**config.mk**
```make
export PLATFORM = sky130hd
export DESIGN_NAME = alarm_tone_gen
export DESIGN_NICKNAME = d
export VERILOG_FILES = /design/src/rtl/alarm_pkg.sv /design/src/rtl/alarm_tone_gen_square_div.sv /design/src/rtl/alarm_tone_gen.sv
export SDC_FILE = /design/constraint.sdc
export NUM_CORES = 1
export LEC_CHECK = 0
export ABC_AREA = 1
export CAP_MARGIN = 10
export CORE_MARGIN = 5
export CORE_UTILIZATION = 40
export DETAILED_ROUTE_END_ITERATION = 6
export GPL_TIMING_DRIVEN = 0
export PLACE_DENSITY = 0.6
export SYNTH_ARGS = -nofsm -noshare
export SYNTH_HDL_FRONTEND = slang
export SYNTH_SLANG_ARGS = --single-unit
```
**constraint.sdc**
```tcl
create_clock -name pclk_i -period 4.3 [get_ports pclk_i]
set_clock_uncertainty 0.05 [all_clocks]
set_input_delay 0.645 -clock pclk_i [delete_from_list [all_inputs] [get_ports pclk_i]]
set_output_delay 0.645 -clock pclk_i [all_outputs]
set_load 0.02 [all_outputs]
```
**src/rtl/alarm_pkg.sv**
```systemverilog
// alarm_pkg: shared types and constants for the alarm tone generator.
//   note_t         one melody entry (tone half period in clocks, duration units)
//   melody_t       eight-entry melody table, entry 0 in the low bits
//   MELODY_DEFAULT default tune, half periods computed for a 50 MHz clock
//   tone_state_t   playback FSM states
//   eff_dur()      duration with 0 promoted to 1
package alarm_pkg;

  typedef struct packed {
    logic [15:0] half_period;  // 0 = rest
    logic [3:0]  dur;          // duration units, 0 behaves as 1
  } note_t;

  typedef note_t [7:0] melody_t;

  // Concatenation lists entry 7 first so that entry 0 lands in the low bits.
  localparam melody_t MELODY_DEFAULT = {
    note_t'{16'd0,     4'd4},  // 7: rest
    note_t'{16'd23900, 4'd4},  // 6: C6
    note_t'{16'd31888, 4'd2},  // 5: G5
    note_t'{16'd0,     4'd1},  // 4: rest
    note_t'{16'd23900, 4'd4},  // 3: C6
    note_t'{16'd31888, 4'd2},  // 2: G5
    note_t'{16'd37922, 4'd2},  // 1: E5
    note_t'{16'd47801, 4'd2}   // 0: C5
  };

  typedef enum logic [1:0] {
    ST_IDLE = 2'd0,
    ST_PLAY = 2'd1,
    ST_GAP  = 2'd2,
    ST_DONE = 2'd3
  } tone_state_t;

  function automatic logic [3:0] eff_dur(input logic [3:0] dur);
    return (dur == 4'd0) ? 4'd1 : dur;
  endfunction

endpackage

```
**src/rtl/alarm_tone_gen_square_div.sv**
```systemverilog
// square_div: programmable square-wave divider.
//   pclk_i/prst_i  clock, asynchronous active-high reset
//   clr            clears counter and square (takes priority over en)
//   en             advance the half-period counter
//   half_period    clocks per half cycle; 0 freezes the output
//   square         square-wave output, toggles at the terminal count
module square_div (
  input  logic        pclk_i,
  input  logic        prst_i,
  input  logic        clr,
  input  logic        en,
  input  logic [15:0] half_period,
  output logic        square
);

  logic [15:0] cnt_reg;
  logic        square_reg;

  always_ff @(posedge pclk_i or posedge prst_i) begin
    if (prst_i) begin
      cnt_reg    <= 16'd0;
      square_reg <= 1'b0;
    end else if (clr) begin
      cnt_reg    <= 16'd0;
      square_reg <= 1'b0;
    end else if (en && (half_period != 16'd0)) begin
      if (cnt_reg == half_period - 16'd1) begin
        cnt_reg    <= 16'd0;
        square_reg <= ~square_reg;
      end else begin
        cnt_reg <= cnt_reg + 16'd1;
      end
    end
  end

  assign square = square_reg;

endmodule

```
**src/rtl/alarm_tone_gen.sv**
```systemverilog
// alarm_tone_gen: plays a looping melody once per alarm-match rising edge.
//   pclk_i      clock
//   prst_i      asynchronous active-high reset
//   ring_i      alarm-match level; a rising edge starts playback
//   stop_i      single-cycle dismiss pulse
//   volume_i    PWM duty (0 silent, 255 -> 255/256)
//   aud_pwm_o   registered audio pin drive
//   ringing_o   high while a note or inter-note gap is playing
//   note_idx_o  index of the current melody entry
module alarm_tone_gen
  import alarm_pkg::*;
#(
  parameter int unsigned NOTE_TICKS = 5_000_000,
  parameter int unsigned GAP_TICKS  = 500_000,
  parameter int unsigned MAX_LOOPS  = 30,
  parameter melody_t     MELODY     = MELODY_DEFAULT
) (
  input  logic       pclk_i,
  input  logic       prst_i,
  input  logic       ring_i,
  input  logic       stop_i,
  input  logic [7:0] volume_i,
  output logic       aud_pwm_o,
  output logic       ringing_o,
  output logic [2:0] note_idx_o
);

  localparam int NCW = $clog2(15 * NOTE_TICKS);
  localparam int GCW = (GAP_TICKS > 0) ? $clog2(GAP_TICKS + 1) : 1;
  localparam int LCW = (MAX_LOOPS > 0) ? $clog2(MAX_LOOPS + 1) : 1;

  tone_state_t    state_reg;
  logic           ring_q_reg;
  logic           ring_valid_reg;
  logic [2:0]     note_idx_reg;
  logic [NCW-1:0] note_cnt_reg;
  logic [GCW-1:0] gap_cnt_reg;
  logic [LCW-1:0] loop_cnt_reg;
  logic           ringing_reg;
  logic [7:0]     pwm_cnt_reg;
  logic           aud_pwm_reg;

  note_t          cur_note;
  logic [NCW-1:0] note_last;
  logic           note_end;
  logic           gap_end;
  logic           ring_rise;
  logic           melody_wrap;
  logic           loops_done;
  logic           square;
  logic           pwm_on;

  assign cur_note  = MELODY[note_idx_reg];
  assign note_last = NCW'(32'(eff_dur(cur_note.dur)) * NOTE_TICKS - 32'd1);
  assign note_end  = (note_cnt_reg == note_last);
  assign gap_end   = (gap_cnt_reg == GCW'(GAP_TICKS - 1));

  // ring_q is meaningless until ring_i has been seen low once after reset;
  // without this qualifier a level that is already high at reset release
  // would look like a fresh edge and ring a second time in the same minute.
  assign ring_rise = ring_i & ~ring_q_reg & ring_valid_reg;

  assign melody_wrap = (note_idx_reg == 3'd7);
  assign loops_done  = melody_wrap && (MAX_LOOPS != 0) &&
                       (loop_cnt_reg == LCW'(MAX_LOOPS - 1));

  always_ff @(posedge pclk_i or posedge prst_i) begin
    if (prst_i) begin
      state_reg      <= ST_IDLE;
      ring_q_reg     <= 1'b0;
      ring_valid_reg <= 1'b0;
      note_idx_reg   <= 3'd0;
      note_cnt_reg   <= '0;
      gap_cnt_reg    <= '0;
      loop_cnt_reg   <= '0;
      ringing_reg    <= 1'b0;
    end else begin
      ring_q_reg <= ring_i;
      if (!ring_i) begin
        ring_valid_reg <= 1'b1;
      end

      unique case (state_reg)
        ST_IDLE: begin
          if (ring_rise) begin
            note_idx_reg <= 3'd0;
            note_cnt_reg <= '0;
            gap_cnt_reg  <= '0;
            loop_cnt_reg <= '0;
            if (stop_i) begin
              state_reg   <= ST_DONE;
              ringing_reg <= 1'b0;
            end else begin
              state_reg   <= ST_PLAY;
              ringing_reg <= 1'b1;
            end
          end
        end

        ST_PLAY: begin
          if (stop_i) begin
            state_reg   <= ST_DONE;
            ringing_reg <= 1'b0;
          end else if (note_end) begin
            note_cnt_reg <= '0;
            if (GAP_TICKS != 0) begin
              state_reg   <= ST_GAP;
              gap_cnt_reg <= '0;
            end else if (loops_done) begin
              state_reg   <= ST_DONE;
              ringing_reg <= 1'b0;
            end else begin
              // No gap: step straight to the next note, staying in PLAY.
              note_idx_reg <= note_idx_reg + 3'd1;
              if (melody_wrap && (MAX_LOOPS != 0)) begin
                loop_cnt_reg <= loop_cnt_reg + LCW'(1);
              end
            end
          end else begin
            note_cnt_reg <= note_cnt_reg + NCW'(1);
          end
        end

        ST_GAP: begin
          if (stop_i) begin
            state_reg   <= ST_DONE;
            ringing_reg <= 1'b0;
          end else if (gap_end) begin
            gap_cnt_reg <= '0;
            if (loops_done) begin
              state_reg   <= ST_DONE;
              ringing_reg <= 1'b0;
            end else begin
              state_reg    <= ST_PLAY;
              note_idx_reg <= note_idx_reg + 3'd1;
              if (melody_wrap && (MAX_LOOPS != 0)) begin
                loop_cnt_reg <= loop_cnt_reg + LCW'(1);
              end
            end
          end else begin
            gap_cnt_reg <= gap_cnt_reg + GCW'(1);
          end
        end

        ST_DONE: begin
          if (!ring_i) begin
            state_reg <= ST_IDLE;
          end
        end

        default: begin
          state_reg   <= ST_IDLE;
          ringing_reg <= 1'b0;
        end
      endcase
    end
  end

  // The divider is held clear outside PLAY and on the last clock of every
  // note, so each note (including back-to-back notes with no gap) starts
  // from phase 0.
  square_div u_square_div (
    .pclk_i      (pclk_i),
    .prst_i      (prst_i),
    .clr         ((state_reg != ST_PLAY) | note_end),
    .en          (state_reg == ST_PLAY),
    .half_period (cur_note.half_period),
    .square      (square)
  );

  assign pwm_on = (pwm_cnt_reg < volume_i);

  always_ff @(posedge pclk_i or posedge prst_i) begin
    if (prst_i) begin
      pwm_cnt_reg <= 8'd0;
      aud_pwm_reg <= 1'b0;
    end else begin
      pwm_cnt_reg <= pwm_cnt_reg + 8'd1;
      aud_pwm_reg <= (state_reg == ST_PLAY) & square & pwm_on &
                     (cur_note.half_period != 16'd0);
    end
  end

  assign aud_pwm_o  = aud_pwm_reg;
  assign ringing_o  = ringing_reg;
  assign note_idx_o = note_idx_reg;

endmodule

```
==> flow_summary.yaml <==
worst_hold_path:
  hold_end: "ring_valid_reg"
  hold_class: "flop to flop"
  min_path_cells: 2
  min_from: "ring_valid_reg"
yosys:
  synth_area_leaders: "dfrtp_1 (32%), nand2_1 (16%), inv_1 (7.2%)"
  ys_seq_elements: 85
  synth_commonest_cells: "nand2_1 (288), inv_1 (126), nor2_1 (96)"
  synth_ff_type: "dfrtp_1"
  yosysWarningCount: 0
  synthDistinctLibCells: 40
  synth.top_cell.area_share_pct: 32.4
  syn_inst: 958
  async_flop_share_pct: 100
  synth_enable_flop_cells: 0
  synth_most_common_cell: "nand2_1"
  synth_area_sq_um: 6560
  synth.largest_area_cell: "dfrtp_1"
  ys_seq_area_share_pct: 32.4
  synth_fp_nets: 1006
  avgSynthCellArea_sq_um: 6.85
timing:
  finalCritPeriodShare_pct: 91.8
  finalHoldViolCount: 0
  finalSetupViolCount: 0
  fmax_ghz: 0.253
  worst_slew_pin_slew_ps: 591
  finalCriticalPeriod_ps: 3950
  relSlewSlack_pct: 60.3
  maxSlewViolCount: 0
  rsz0062_at_grt: "no"
routing:
  vias_per_cell: 4.93
  num_vias: 5956
  routed_wl_mm: 16.2
  postRouteAntennaNets: 0
  firstDrtPassIters: 5
  drc: 0
  drt-initial-drc-count: 324
  routedWlPerCell_microns: 13.5
critical_path:
  critPathCaptureType: "flop"
  worstPathArrival_ps: 4130
  cp_max_fo: 10
  path_cells: "ha_1, inv_1, nand2_4, nand2_4, nand2_4, nand2_4, inv_1, ha_1, ha_1, fa_1, inv_1, nand2_1, nand2_1, nand2_1, nand2_1, nor2_1, nand2_1, nor2_4, nand2_2, nand2_4, nand2_2, inv_1, buf_2, nor2_1"
  crit_slowest_cell: "fa_1"
  r2r_start: "note_idx_o[0]"
  cp-start-kind: "flop"
  r2r-end: "note_cnt_reg[23]"
  rrSetupSlack_ps: 350
  required_ps: 4480
  crit_type: "flop to flop"
  critPathMaxStageDelay_ps: 500
  rr_worst_depth: 24
job:
  max-cap-violations: 0
power_and_ir_drop:
  p_leak_nw: 3.65
  ir_worst_vdd_uv: 300
  total_power_mw: 3.54
  power_density_nw_per_um2: 478
cts:
  post-cts-setup-buffer-count: 0
  clock-sinks: 85
  cts_hold_buf: 0
  cts_tree: "yes"
  clk_pin_slew_ps: 70
  cts_root_buf: "clkbuf_16"
  htreeDepth: 3
  cts_buffers: 9
  clk_latency_ps: 360
  cts.repair.resized: 0
  cts_max_path_buffers: 2
die:
  num_rows: 46
  die_x_microns: 138
  die-area_sq_um: 19100
  io_pins: 17
  initial_utilization_pct: 41.0
  die_y_microns: 138
  core_sq_um: 16000
global_routing:
  grt_use_total_pct: 17.0
  grt_max_degree: 58
  globalRouteOverflowTotal: 0
  first_global_vias: 5475
  antenna_found_initial: 0
  grt_pass1_wl_mm: 27.2
place:
  port_buffers: 16
  gp_congestion: 0.906
  hpwlAfterDp_mm: 12.3
  dp.cells: 1191
finish:
  drive_gt1_share_pct: 6.96
  stdcell_count: 1207
  final_util_pct: 46.3
  largest_reg_flops: 27
  antenna_cells: 0
  area_delta_synth_final_pct: 12.8
  nets: 1034
outcome:
  status: "finished clean"
final cells by class:
class	instances	area, sq um
clock inverters	5	129
plain buffers	16	104
multi-input cells	724	3830
clock buffers	11	253
well taps	216	270
flip-flops and latches	85	2130
inverters	133	504
repair buffers	17	188
fillers	1677	8600
metal layers:
| metal | track usage (%) | share of wire [%] | wire length [microns] | vias up |
|---|---|---|---|---|
| li1 | - | - | - | 3112 |
| met1 | 25.0 | 51 | 8330 | 2700 |
| met2 | 25.9 | 43 | 6930 | 125 |
| met3 | 2.31 | 4.5 | 726 | 19 |
| met4 | 5.56 | 1.6 | 263 | 0 |
| met5 | 0 | 0 | 0 | - |
worst max-delay path by stage:
stage / from / to / slack, ps
final: note_idx_o[0] / note_cnt_reg[23] / 350
after global routing: note_idx_o[0] / note_cnt_reg[23] / 30
after CTS: note_idx_o[0] / note_cnt_reg[23] / 340
after detailed placement: note_idx_o[0] / note_cnt_reg[13] / 350
after global placement: prst_i / note_cnt_reg[4] / -240
after floorplan: note_idx_o[0] / note_cnt_reg[6] / 870
stage by stage:
step / hold WS, ps / setup slack [ps] / area, sq um / TNS, ps
2_1_floorplan: 377 / 868 / 6560 / 0
3_3_place_gp: 397 / -241 / 6990 / -19630
3_5_place_dp: 399 / 347 / 7020 / 0
4_1_cts: 415 / 336 / 7400 / 0
5_1_grt: 451 / 33.5 / 7400 / 0
6_report: 414 / 353 / 7400 / 0
worst max-delay path, delay by kind of cell, from the launching register on:
kind | cells | cell delay, ps
adder cells (fa/ha/maj) | 4 | 1330
flip-flops | 1 | 490
AND/OR/NAND/NOR | 15 | 1410
buffers and inverters | 5 | 530
where the power goes:
group          internal (mW)  leakage, nW  switching [mW]
clock network          0.661        0.186           0.348
logic                  0.523         2.31            1.08
registers              0.855         1.15          0.0718
cell families (layout without fill, tap and decap cells):
family,after synthesis,count (layout),synth area share (%)
AO/OA/AOI/OAI,62,62,5.47
XOR/XNOR,52,52,6.94
adder cells (fa/ha/maj),36,36,6.98
buffers and inverters,149,182,9.23
flip-flops,85,85,32.4
AND/OR/NAND/NOR,574,574,39.0
placed cells by master (no fill, tap or decap), types with 6 or more instances in the layout:
cell type | Yosys | final
inv_1 | 126 | 125
nand2_4 | 8 | 8
nand4_1 | 33 | 33
nand2_1 | 288 | 288
dfrtp_1 | 85 | 85
xnor2_1 | 11 | 11
o21ai_0 | 18 | 18
nor3_1 | 27 | 27
nand3b_1 | 8 | 8
clkbuf_16 | 0 | 9
a21oi_1 | 14 | 14
nand3_1 | 83 | 83
clkdlybuf4s50_1 | 0 | 16
nor2_1 | 96 | 96
or2_2 | 9 | 9
o21ai_1 | 16 | 16
ha_1 | 35 | 35
nor2_2 | 6 | 6
nor4_1 | 6 | 6
xor2_1 | 41 | 41
Power figures use the tool's default switching activity.
